<file path="src/rtl/tilt_move_encoder.sv">
// tilt_move_encoder
//   Turns signed X/Y accelerometer tilt samples into one-cycle movement strobes
//   {right,left,down,up} for the Ball movement input. Each axis averages
//   2**AVG_LOG2 samples. A dead-zone with hysteresis decides the axis direction.
//   Steps are paced slow or fast depending on the tilt magnitude.
//
// Ports
//   clk           system clock
//   reset_n       asynchronous active-low reset
//   enable        0 suppresses motion; sampling continues
//   sample_valid  sample_x/sample_y valid
//   sample_ready  encoder accepts a sample this cycle
//   sample_x      signed X tilt (+ = right)
//   sample_y      signed Y tilt (+ = down)
//   movement      {right,left,down,up} one-cycle step strobes
//   stale         no sample accepted for STALE_CYC cycles
//
// state  | meaning
// ACCUM  | accepting samples into acc_x/acc_y, sample_ready=1
// UPDATE | one cycle: evaluate averages, move axes, clear accumulators
module tilt_move_encoder #(
  parameter int DATA_W      = 8,
  parameter int AVG_LOG2    = 2,
  parameter int DEADZONE    = 16,
  parameter int HYST        = 4,
  parameter int FAST_THRESH = 64,
  parameter int SLOW_DIV    = 2500000,
  parameter int FAST_DIV    = 500000,
  parameter int STALE_CYC   = 5000000
) (
  input  logic              clk,
  input  logic              reset_n,
  input  logic              enable,
  input  logic              sample_valid,
  output logic              sample_ready,
  input  logic [DATA_W-1:0] sample_x,
  input  logic [DATA_W-1:0] sample_y,
  output logic [3:0]        movement,
  output logic              stale
);

  localparam int AW     = DATA_W + AVG_LOG2;
  localparam int EW     = DATA_W + 1;
  localparam int MAXDIV = (SLOW_DIV > FAST_DIV) ? SLOW_DIV : FAST_DIV;
  localparam int CW     = (MAXDIV > 2) ? $clog2(MAXDIV) : 1;
  localparam int IW     = $clog2(STALE_CYC + 1);

  localparam logic [CW-1:0]        SLOW_TC   = CW'(SLOW_DIV - 1);
  localparam logic [CW-1:0]        FAST_TC   = CW'(FAST_DIV - 1);
  localparam logic [IW-1:0]        STALE_PRE = IW'(STALE_CYC - 1);
  localparam logic [IW-1:0]        STALE_MAX = IW'(STALE_CYC);
  localparam logic signed [EW-1:0] DZ_P      = EW'(DEADZONE);
  localparam logic signed [EW-1:0] DZ_N      = EW'(-DEADZONE);
  localparam logic signed [EW-1:0] REL_P     = EW'(DEADZONE - HYST);
  localparam logic signed [EW-1:0] REL_N     = EW'(HYST - DEADZONE);
  localparam logic signed [EW-1:0] FT        = EW'(FAST_THRESH);

  typedef enum logic {ACCUM, UPDATE} fsm_t;
  typedef enum logic [1:0] {AX_NONE = 2'd0, AX_POS = 2'd1, AX_NEG = 2'd2} axis_t;

  fsm_t                 state;
  logic signed [AW-1:0] acc_x, acc_y;
  logic [AVG_LOG2-1:0]  cnt;
  logic [IW-1:0]        idle;
  axis_t                ax [2];
  logic [CW-1:0]        step [2];
  logic                 fast_cur [2];
  logic                 fast_pend [2];

  logic                 accept, stale_hit;
  logic signed [EW-1:0] avg [2];
  logic signed [EW-1:0] mag [2];
  logic                 fast_new [2];
  axis_t                ax_nxt [2];
  axis_t                ax_d [2];
  logic [CW-1:0]        step_d [2];
  logic                 fc_d [2];
  logic                 fp_d [2];
  logic                 fire [2];
  logic [3:0]           mov_d;

  function automatic axis_t axis_next(input axis_t cur, input logic signed [EW-1:0] a);
    axis_t r;
    r = AX_NONE;
    case (cur)
      AX_POS: begin
        if (a >= REL_P)     r = AX_POS;
        else if (a <= DZ_N) r = AX_NEG;
      end
      AX_NEG: begin
        if (a <= REL_N)     r = AX_NEG;
        else if (a >= DZ_P) r = AX_POS;
      end
      default: begin
        if (a >= DZ_P)      r = AX_POS;
        else if (a <= DZ_N) r = AX_NEG;
      end
    endcase
    return r;
  endfunction

  always_comb begin
    accept    = sample_valid & sample_ready;
    // Fires on the cycle that completes STALE_CYC consecutive idle cycles.
    stale_hit = ~accept & (idle == STALE_PRE);
    avg[0]    = EW'(acc_x >>> AVG_LOG2);
    avg[1]    = EW'(acc_y >>> AVG_LOG2);
    for (int i = 0; i < 2; i++) begin
      // EW = DATA_W+1 so the most negative average still has a positive magnitude.
      mag[i]      = (avg[i] < 0) ? -avg[i] : avg[i];
      fast_new[i] = (mag[i] >= FT);
      ax_nxt[i]   = axis_next(ax[i], avg[i]);
      ax_d[i]     = ax[i];
      step_d[i]   = step[i];
      fc_d[i]     = fast_cur[i];
      fp_d[i]     = fast_pend[i];
      fire[i]     = 1'b0;
      if (!enable || stale_hit) begin
        ax_d[i]   = AX_NONE;
        step_d[i] = '0;
      end else if (state == UPDATE && ax_nxt[i] != ax[i]) begin
        // Entry or reversal strobes immediately; release is silent.
        ax_d[i]   = ax_nxt[i];
        step_d[i] = '0;
        fc_d[i]   = fast_new[i];
        fp_d[i]   = fast_new[i];
        fire[i]   = (ax_nxt[i] != AX_NONE);
      end else if (ax[i] != AX_NONE) begin
        // Same direction: a new period waits in fast_pend until the next wrap.
        if (state == UPDATE) fp_d[i] = fast_new[i];
        if (step[i] == (fast_cur[i] ? FAST_TC : SLOW_TC)) begin
          step_d[i] = '0;
          fire[i]   = 1'b1;
          fc_d[i]   = fp_d[i];
        end else begin
          step_d[i] = step[i] + 1'b1;
        end
      end else begin
        step_d[i] = '0;
      end
    end
    mov_d = {fire[0] & (ax_d[0] == AX_POS), fire[0] & (ax_d[0] == AX_NEG),
             fire[1] & (ax_d[1] == AX_POS), fire[1] & (ax_d[1] == AX_NEG)};
  end

  always_ff @(posedge clk or negedge reset_n) begin
    if (!reset_n) begin
      state        <= ACCUM;
      sample_ready <= 1'b1;
      acc_x        <= '0;
      acc_y        <= '0;
      cnt          <= '0;
      idle         <= '0;
      stale        <= 1'b0;
      movement     <= 4'b0000;
      for (int i = 0; i < 2; i++) begin
        ax[i]        <= AX_NONE;
        step[i]      <= '0;
        fast_cur[i]  <= 1'b0;
        fast_pend[i] <= 1'b0;
      end
    end else begin
      if (accept) begin
        idle  <= '0;
        stale <= 1'b0;
      end else if (idle != STALE_MAX) begin
        idle <= idle + 1'b1;
      end
      if (stale_hit) stale <= 1'b1;

      case (state)
        ACCUM: begin
          if (stale_hit) begin
            acc_x <= '0;
            acc_y <= '0;
            cnt   <= '0;
          end else if (accept) begin
            acc_x <= acc_x + AW'($signed(sample_x));
            acc_y <= acc_y + AW'($signed(sample_y));
            cnt   <= cnt + 1'b1;
            if (&cnt) begin
              state        <= UPDATE;
              sample_ready <= 1'b0;
            end
          end
        end
        UPDATE: begin
          acc_x        <= '0;
          acc_y        <= '0;
          cnt          <= '0;
          state        <= ACCUM;
          sample_ready <= 1'b1;
        end
      endcase

      movement <= mov_d;
      for (int i = 0; i < 2; i++) begin
        ax[i]        <= ax_d[i];
        step[i]      <= step_d[i];
        fast_cur[i]  <= fc_d[i];
        fast_pend[i] <= fp_d[i];
      end
    end
  end

endmodule

</file>
<file path="config.mk">
export PLATFORM = sky130hd
export DESIGN_NAME = tilt_move_encoder
export DESIGN_NICKNAME = d
export VERILOG_FILES = /design/src/rtl/tilt_move_encoder.sv
export SDC_FILE = /design/constraint.sdc
export NUM_CORES = 1
export LEC_CHECK = 0
export CAP_MARGIN = 40
export CORE_ASPECT_RATIO = 1.2
export CORE_MARGIN = 4
export CORE_UTILIZATION = 43
export CTS_CLUSTER_DIAMETER = 150
export DETAILED_ROUTE_END_ITERATION = 7
export PLACE_DENSITY = 0.69
export SETUP_SLACK_MARGIN = 0.5
export SYNTH_ARGS = -nofsm -noshare
export SYNTH_HDL_FRONTEND = slang
export SYNTH_SLANG_ARGS = --single-unit
</file>
<file path="constraint.sdc">
create_clock -name clk -period 2.48 [get_ports clk]
set_clock_uncertainty 0.1 [all_clocks]
set_input_delay 0.496 -clock clk [delete_from_list [all_inputs] [get_ports clk]]
set_output_delay 0.496 -clock clk [all_outputs]
set_load 0.03 [all_outputs]
</file>
Word level (Yosys, flattened, before mapping)
Cells that the tools add are included.
{"block": "op_classes", "addsub": 8, "n_lt_le_gt_ge": 12, "n_eq_ne": 18, "mux": 69, "bitwise_logic": 9, "n_reduce_logical": 20}
{"op": "$mux W22", "n": 10}
{"op": "$mux W23", "n": 2}
{"op": "$add A22 B1 Y22 const B", "n": 2}
{"op": "$eq A22 B22 Y1", "n": 2}
{"op": "$mux W10", "n": 4}
{"op": "$pmux W10 S2", "n": 2}
{"op": "$le A8 B5 Y1 const B", "n": 4}
{"op": "$mux W1", "n": 30}
{"op": "$mux W2", "n": 14}
{"op": "$add A23 B1 Y23 const B", "n": 1}
{"op": "$eq A23 B23 Y1 const B", "n": 1}
{"op": "$ne A23 B23 Y1 const B", "n": 1}
{"op": "$add A10 B8 Y10", "n": 2}
{"op": "$reduce_bool A2 Y1", "n": 10}
{"op": "$ge A9 B8 Y1 const B", "n": 2}
{"op": "$mux W9", "n": 2}
{"op": "$neg A8 Y9", "n": 2}
{"op": "$ge A8 B5 Y1 const B", "n": 2}
{"op": "$ge A8 B6 Y1 const B", "n": 2}
{"op": "$lt A8 B1 Y1 const B", "n": 2}
{"op": "$pmux W2 S2", "n": 3}
{"op": "$reduce_and A3 Y1", "n": 3}
{"op": "$eq A2 B1 Y1 const B", "n": 4}
{"op": "$eq A2 B2 Y1 const B", "n": 4}
{"op": "11 further kinds", "n": 25}
{"block": "totals", "regBits": 104, "out_inout_bits": 6, "word_cells": 152}

Logic depth before layout (Yosys ltp)
{"block": "depth", "depth_word": 10, "ltp_mapped": 9, "ltp_nobuf": 8}

Least setup slack after synthesis
Ideal clock, no wire load.
{"block": "synth_timing", "kind": "register -> register", "start": "register ax[0] (netlist name)", "end": "register fast_pend[0] (netlist name)", "setup_time_ns": 0.125, "t_arrival_ns": 2.361, "path_slack_ns": -0.106, "path_stages_with_launch": 9, "synth_period_minus_slack_ns": 2.586, "cell_sequence": "dfrtp_1 -> inv_1 -> ha_1 -> nor3b_1 -> a211oi_1 -> mux2_2 -> o2111a_1 -> nor2_1 -> mux2_2"}
{"block": "synth_between", "elab_chain_cells": 6, "word_cells_on_any_way": 9, "cone_classes": "eq/ne: 3; mux: 2; reduce/logical: 4"}
{"item": "from (decl)", "line": "65", "source": "axis_t ax [2];"}
{"item": "from (signal, indexed assignment)", "line": "198", "source": "ax[i] <= ax_d[i];"}
{"item": "$eq A2 B2 Y1 / $eq A2 B1 Y1 (equally long branches)", "line": "85", "source": "case (cur)"}
{"item": "$pmux W2 S2", "line": "85"}
{"item": "$ne A2 B2 Y1", "line": "121", "source": "end else if (state == UPDATE && ax_nxt[i] != ax[i]) begin"}
{"item": "$logic_and A1 B1 Y1", "line": "121"}
{"item": "$reduce_bool A2 Y1 (no line)"}
{"item": "$reduce_and A2 Y1 (no line)"}
{"item": "to (signal, indexed assignment)", "line": "201", "source": "fast_pend[i] <= fp_d[i];"}
{"item": "to (decl)", "line": "68", "source": "logic fast_pend [2];"}
Several ways; a longest one is shown, not always the timed one.
A chain may end at the register's enable or synchronous reset.

==> results by stage <==
Run status:
- The flow ran to the end, and the final reports show no timing, DRC or antenna violations.

CTS:
- In this run, post-CTS hold repair placed 0 buffers.
- CTS saw roughly 100 sinks.
- TritonCTS built the clock tree.
- In this run the deepest clock path goes through 2 buffers.
- In this run the number of H-tree levels came out at 3.
- Clock-pin slew was measured on the worst setup and hold paths at approximately 60 ps.
- In this run the clock root is driven by a sky130_fd_sc_hd__clkbuf_16.
- The clock latency on the worst-skew pair is ~360 ps.
- Clock tree synthesis inserted a total of 9 buffers.

Flow run:
- The tool flagged a number of max-cap violations equal to 0.

Synth:
- Synthesis produced a netlist with a net count of 722.
- Averaged over all synthesized cells, the footprint is between 9 and 10 sq um.
- In this run, distinct cell masters in the synthesized netlist total ~60.
- The most used flip-flop cell after synthesis is sky130_fd_sc_hd__dfrtp_1.
- After synthesis the netlist holds a flip-flop and latch count of 104.
- In the synthesized netlist, the number of instances is between 600 and 700.
- The async set-or-reset flop fraction in the synthesized netlist is 100%.
- The number of warnings printed during yosys synthesis is 0.
- Summing every instance area after synthesis gives between 0.006 and 0.007 sq mm.
- The share of the yosys chip area belonging to registers is between 40% and 50%.
- The count of flip-flops with a built-in enable after synthesis is 0.

Detailed routing:
- The via count is about 5,500.
- The number of design rule violations left after detail routing is 0.
- In the final routed layout, each cell accounts on average for ~17 microns.
- The first-pass iteration count of the detailed router is 4.
- The post-detailed-route via-to-cell ratio is between 5 and 6.
- The remaining number of nets flagged by the antenna check after routing is 0.
- The DRC marker count from the first detailed-route iteration is around 250.
- Summed over all layers, the routed wires come to approximately 16,000 microns.

Layout:
- Cells with a size suffix above 1 make up 33.0% of the layout.
- After the last flow step, the layout net total stands at 842.
- The post-route cell area is about 0.009 sq mm.
- The area growth from synthesis to layout is 40.6%.
- The number of antenna diodes in the final layout is 0.

Setup path:
- The data arrival time of the critical path is between 2000 and 3000 ps.
- The path depth of the worst reg2reg path is 9.
- The startpoint identified for the worst register-to-register timing path is ax[2].
- STA classifies the critical path endpoint as a register.
- The worst endpoint required time is between 2000 and 3000 ps.
- The type of the worst setup path is register to register.
- The register-to-register setup slack is between 100 and 150 ps.
- STA classifies the critical path startpoint as a register.
- The peak fanout along the critical path is 5.
- The reg-to-reg critical path endpoint is step[43].

Floorplanning:
- The number of top-level design ports is 26.
- The initial core utilization is between 40% and 50%.
- The core outline area is ~0.014 sq mm.
- The site row count is between 40 and 50.
- The horizontal extent of the die is between 100 and 150 microns.
- Measured along the y axis, the die boundary spans approximately 140 microns.
- The floorplan step defined a die boundary enclosing ~0.017 sq mm.

STA:
- The total negative slack for setup checks is 0 ps.
- The number of failing hold endpoints at the final stage is 0.
- The smallest clock period supported by the final layout is computed as around 2300 ps.
- The relative slew slack is between 60% and 70%.
- The max-slew violation count is 0.
- Of the available clock period, the critical path in the final layout requires 94.0%.
- Setup repair after global routing could not meet its margin everywhere.
- The maximum operating frequency is between 400 and 500 MHz.
- The slew of the pin with the lowest slew margin is approximately 510 ps.
- The number of failing setup endpoints in the final timing report is 0.

Power:
- The analysis attributes to cell leakage a power of 3.65 nW.
- Across the VDD grid, the largest voltage drop is roughly 560 uV.
- Power spread over the standard cell area amounts to ~760 mW/mm^2.

Placement:
- The total of buffers placed on input and output ports is 25.
- Routability-driven placement finished with a final weighted congestion of 0.871.
- The detailed placement HPWL is a little under 10,000 microns.
- The cell area after placement is 0.00740 sq mm.

Worst hold path:
- The worst hold path belongs to the class input port to asynchronous set/reset pin.

GRT:
- The total track usage is 18.7%.
- Global routing finished with a remaining overflow of 0.
- Entering global routing, the biggest net connects 67 pins.
- The wire length of the first global-routing pass is 25,800 microns.
- The via count of the first global-routing pass came to 5,457.
- The initial antenna violation count is 0.
## registers in the layout, summed over array words and instances (netlist names)
register / count
acc_x: 10
acc_y: 10
ax: 4
cnt: 2
fast_cur: 2
fast_pend: 2
idle: 23
movement: 4
sample_ready: 1
stale: 1
state: 1
step: 44
## timing repair
action,4_1_cts,5_1_grt
pin swaps,37,42
resized for setup,75,37
setup buffers,34,24
cloned,5,5
endpoints found under the setup margin,86,79
## cells in the final DEF (no fill, tap or decap), drive strengths merged, types with 7 or more instances in the layout
cell           count
a21oi             25
clkdlybuf4s50     10
mux2i             10
nand2             54
o21ai             29
inv               27
and4              10
xor2              44
nor2              57
dlygate4sd2       13
xnor2             33
clkbuf            17
o21a               8
nand4             20
dfrtp            103
or3                7
buf              101
nor3b              9
a21o               7
a22o               7
nand3             33
nor3              54
ha                31
## per-layer routing
metal,up-vias,wire length (microns),share of wire [%],track usage [%]
met5,-,0,0,0
met4,0,365,2.2,5.86
met3,37,445,2.7,3.19
met2,108,8580,53,33.4
met1,2754,6890,42,23.0
li1,2644,-,-,-
## per-stage QoR
| step | instances | hold slack (ps) | setup WS (ps) | utilization [%] | power, W |
|---|---|---|---|---|---|
| after global placement | 885 | 368 | -331 | 51.6 | 0.00452 |
| after global routing | 969 | 33.8 | 73.7 | 61.5 | 0.00718 |
| after floorplan | 669 | 100 | 188 | - | 0.00389 |
| after CTS | 940 | 22.4 | 185 | 58.5 | 0.00642 |
| after detailed placement | 885 | 382 | -375 | 51.6 | 0.00462 |
| final | 969 | 15.7 | 148 | 61.5 | 0.00674 |
## cell families after synthesis
family	synth area share [%]
AOI/OAI and AO/OA	11.8
buffers and inverters	3.13
adders and majority gates	6.82
muxes	2.19
DFF	41.5
xor gates and xnor gates	10.7
and+or+nand+nor	23.8
## cells in the mapped netlist (all sizes together), types with 2 or more instances
master | instances | share of area (%)
or2 | 3 | 0.30
mux2 | 3 | 0.60
xnor2 | 33 | 4.6
dfrtp | 103 | 41
xor2 | 44 | 6.1
nor4bb | 3 | 0.48
nand3 | 33 | 2.6
clkbuf | 13 | 0.78
and4b | 3 | 0.48
buf | 8 | 0.74
a211o | 2 | 0.28
o22ai | 3 | 0.30
mux2i | 10 | 1.6
o311ai | 2 | 0.28
inv | 27 | 1.6
a211oi | 4 | 0.48
ha | 31 | 6.2
o211ai | 3 | 0.36
a21oi | 25 | 2.0
and3 | 5 | 0.50
a21o | 7 | 0.84
or3 | 7 | 0.78
o21ai | 29 | 2.3
fa | 2 | 0.64
o2111ai | 3 | 0.42
nand2 | 54 | 3.2
a22o | 7 | 0.98
nand2b | 4 | 0.40
and2 | 6 | 0.60
o21a | 8 | 0.96
nor4b | 5 | 0.70
nor2 | 57 | 3.4
nor4 | 6 | 0.84
a2111oi | 3 | 0.52
and4 | 10 | 1.4
nand4 | 20 | 2.1
a31oi | 5 | 0.50
nor3b | 9 | 1.1
nor3 | 54 | 4.3
## area by class of cell
| class | count | area, sq um |
|---|---|---|
| Clock inverter | 3 | 15.0 |
| Inverter | 27 | 104 |
| Timing Repair Buffer | 130 | 1330 |
| Multi-Input combinational cell | 517 | 4270 |
| Sequential cell | 104 | 2620 |
| Tap cell | 175 | 219 |
| Clock buffer | 13 | 270 |
| Fill cell | 1110 | 5530 |
## worst max path at each step
stage	cells after the start	to	startpoint	slack, ps
6_report	9	step[43]	ax[2]	150
5_1_grt	8	fast_pend[0]	ax[1]	70
4_1_cts	8	step[29]	ax[3]	180
3_5_place_dp	8	acc_y[9]	sample_y[1]	-380
3_3_place_gp	8	acc_y[9]	sample_y[1]	-330
2_1_floorplan	8	fast_pend[0]	ax[1]	190
## critical path, stage by stage, from the launching register on
cell                       delay [ps]
sky130_fd_sc_hd__dfrtp_2          420
sky130_fd_sc_hd__inv_2             70
sky130_fd_sc_hd__ha_1             260
sky130_fd_sc_hd__or3b_4           450
sky130_fd_sc_hd__a31oi_4          190
sky130_fd_sc_hd__a211oi_2         100
sky130_fd_sc_hd__o21a_2           280
sky130_fd_sc_hd__buf_6            150
sky130_fd_sc_hd__buf_16           130
sky130_fd_sc_hd__nor3_2           110
## where the power goes
group | leakage [nW] | switching [W] | internal (W) | total, W
combinational | 2.12 | 0.00152 | 0.00159 | 0.00311
clock | 0.145 | 0.000622 | 0.000759 | 0.00138
sequential | 1.38 | 0.000303 | 0.00194 | 0.00225
Power figures use the tool's default switching activity.
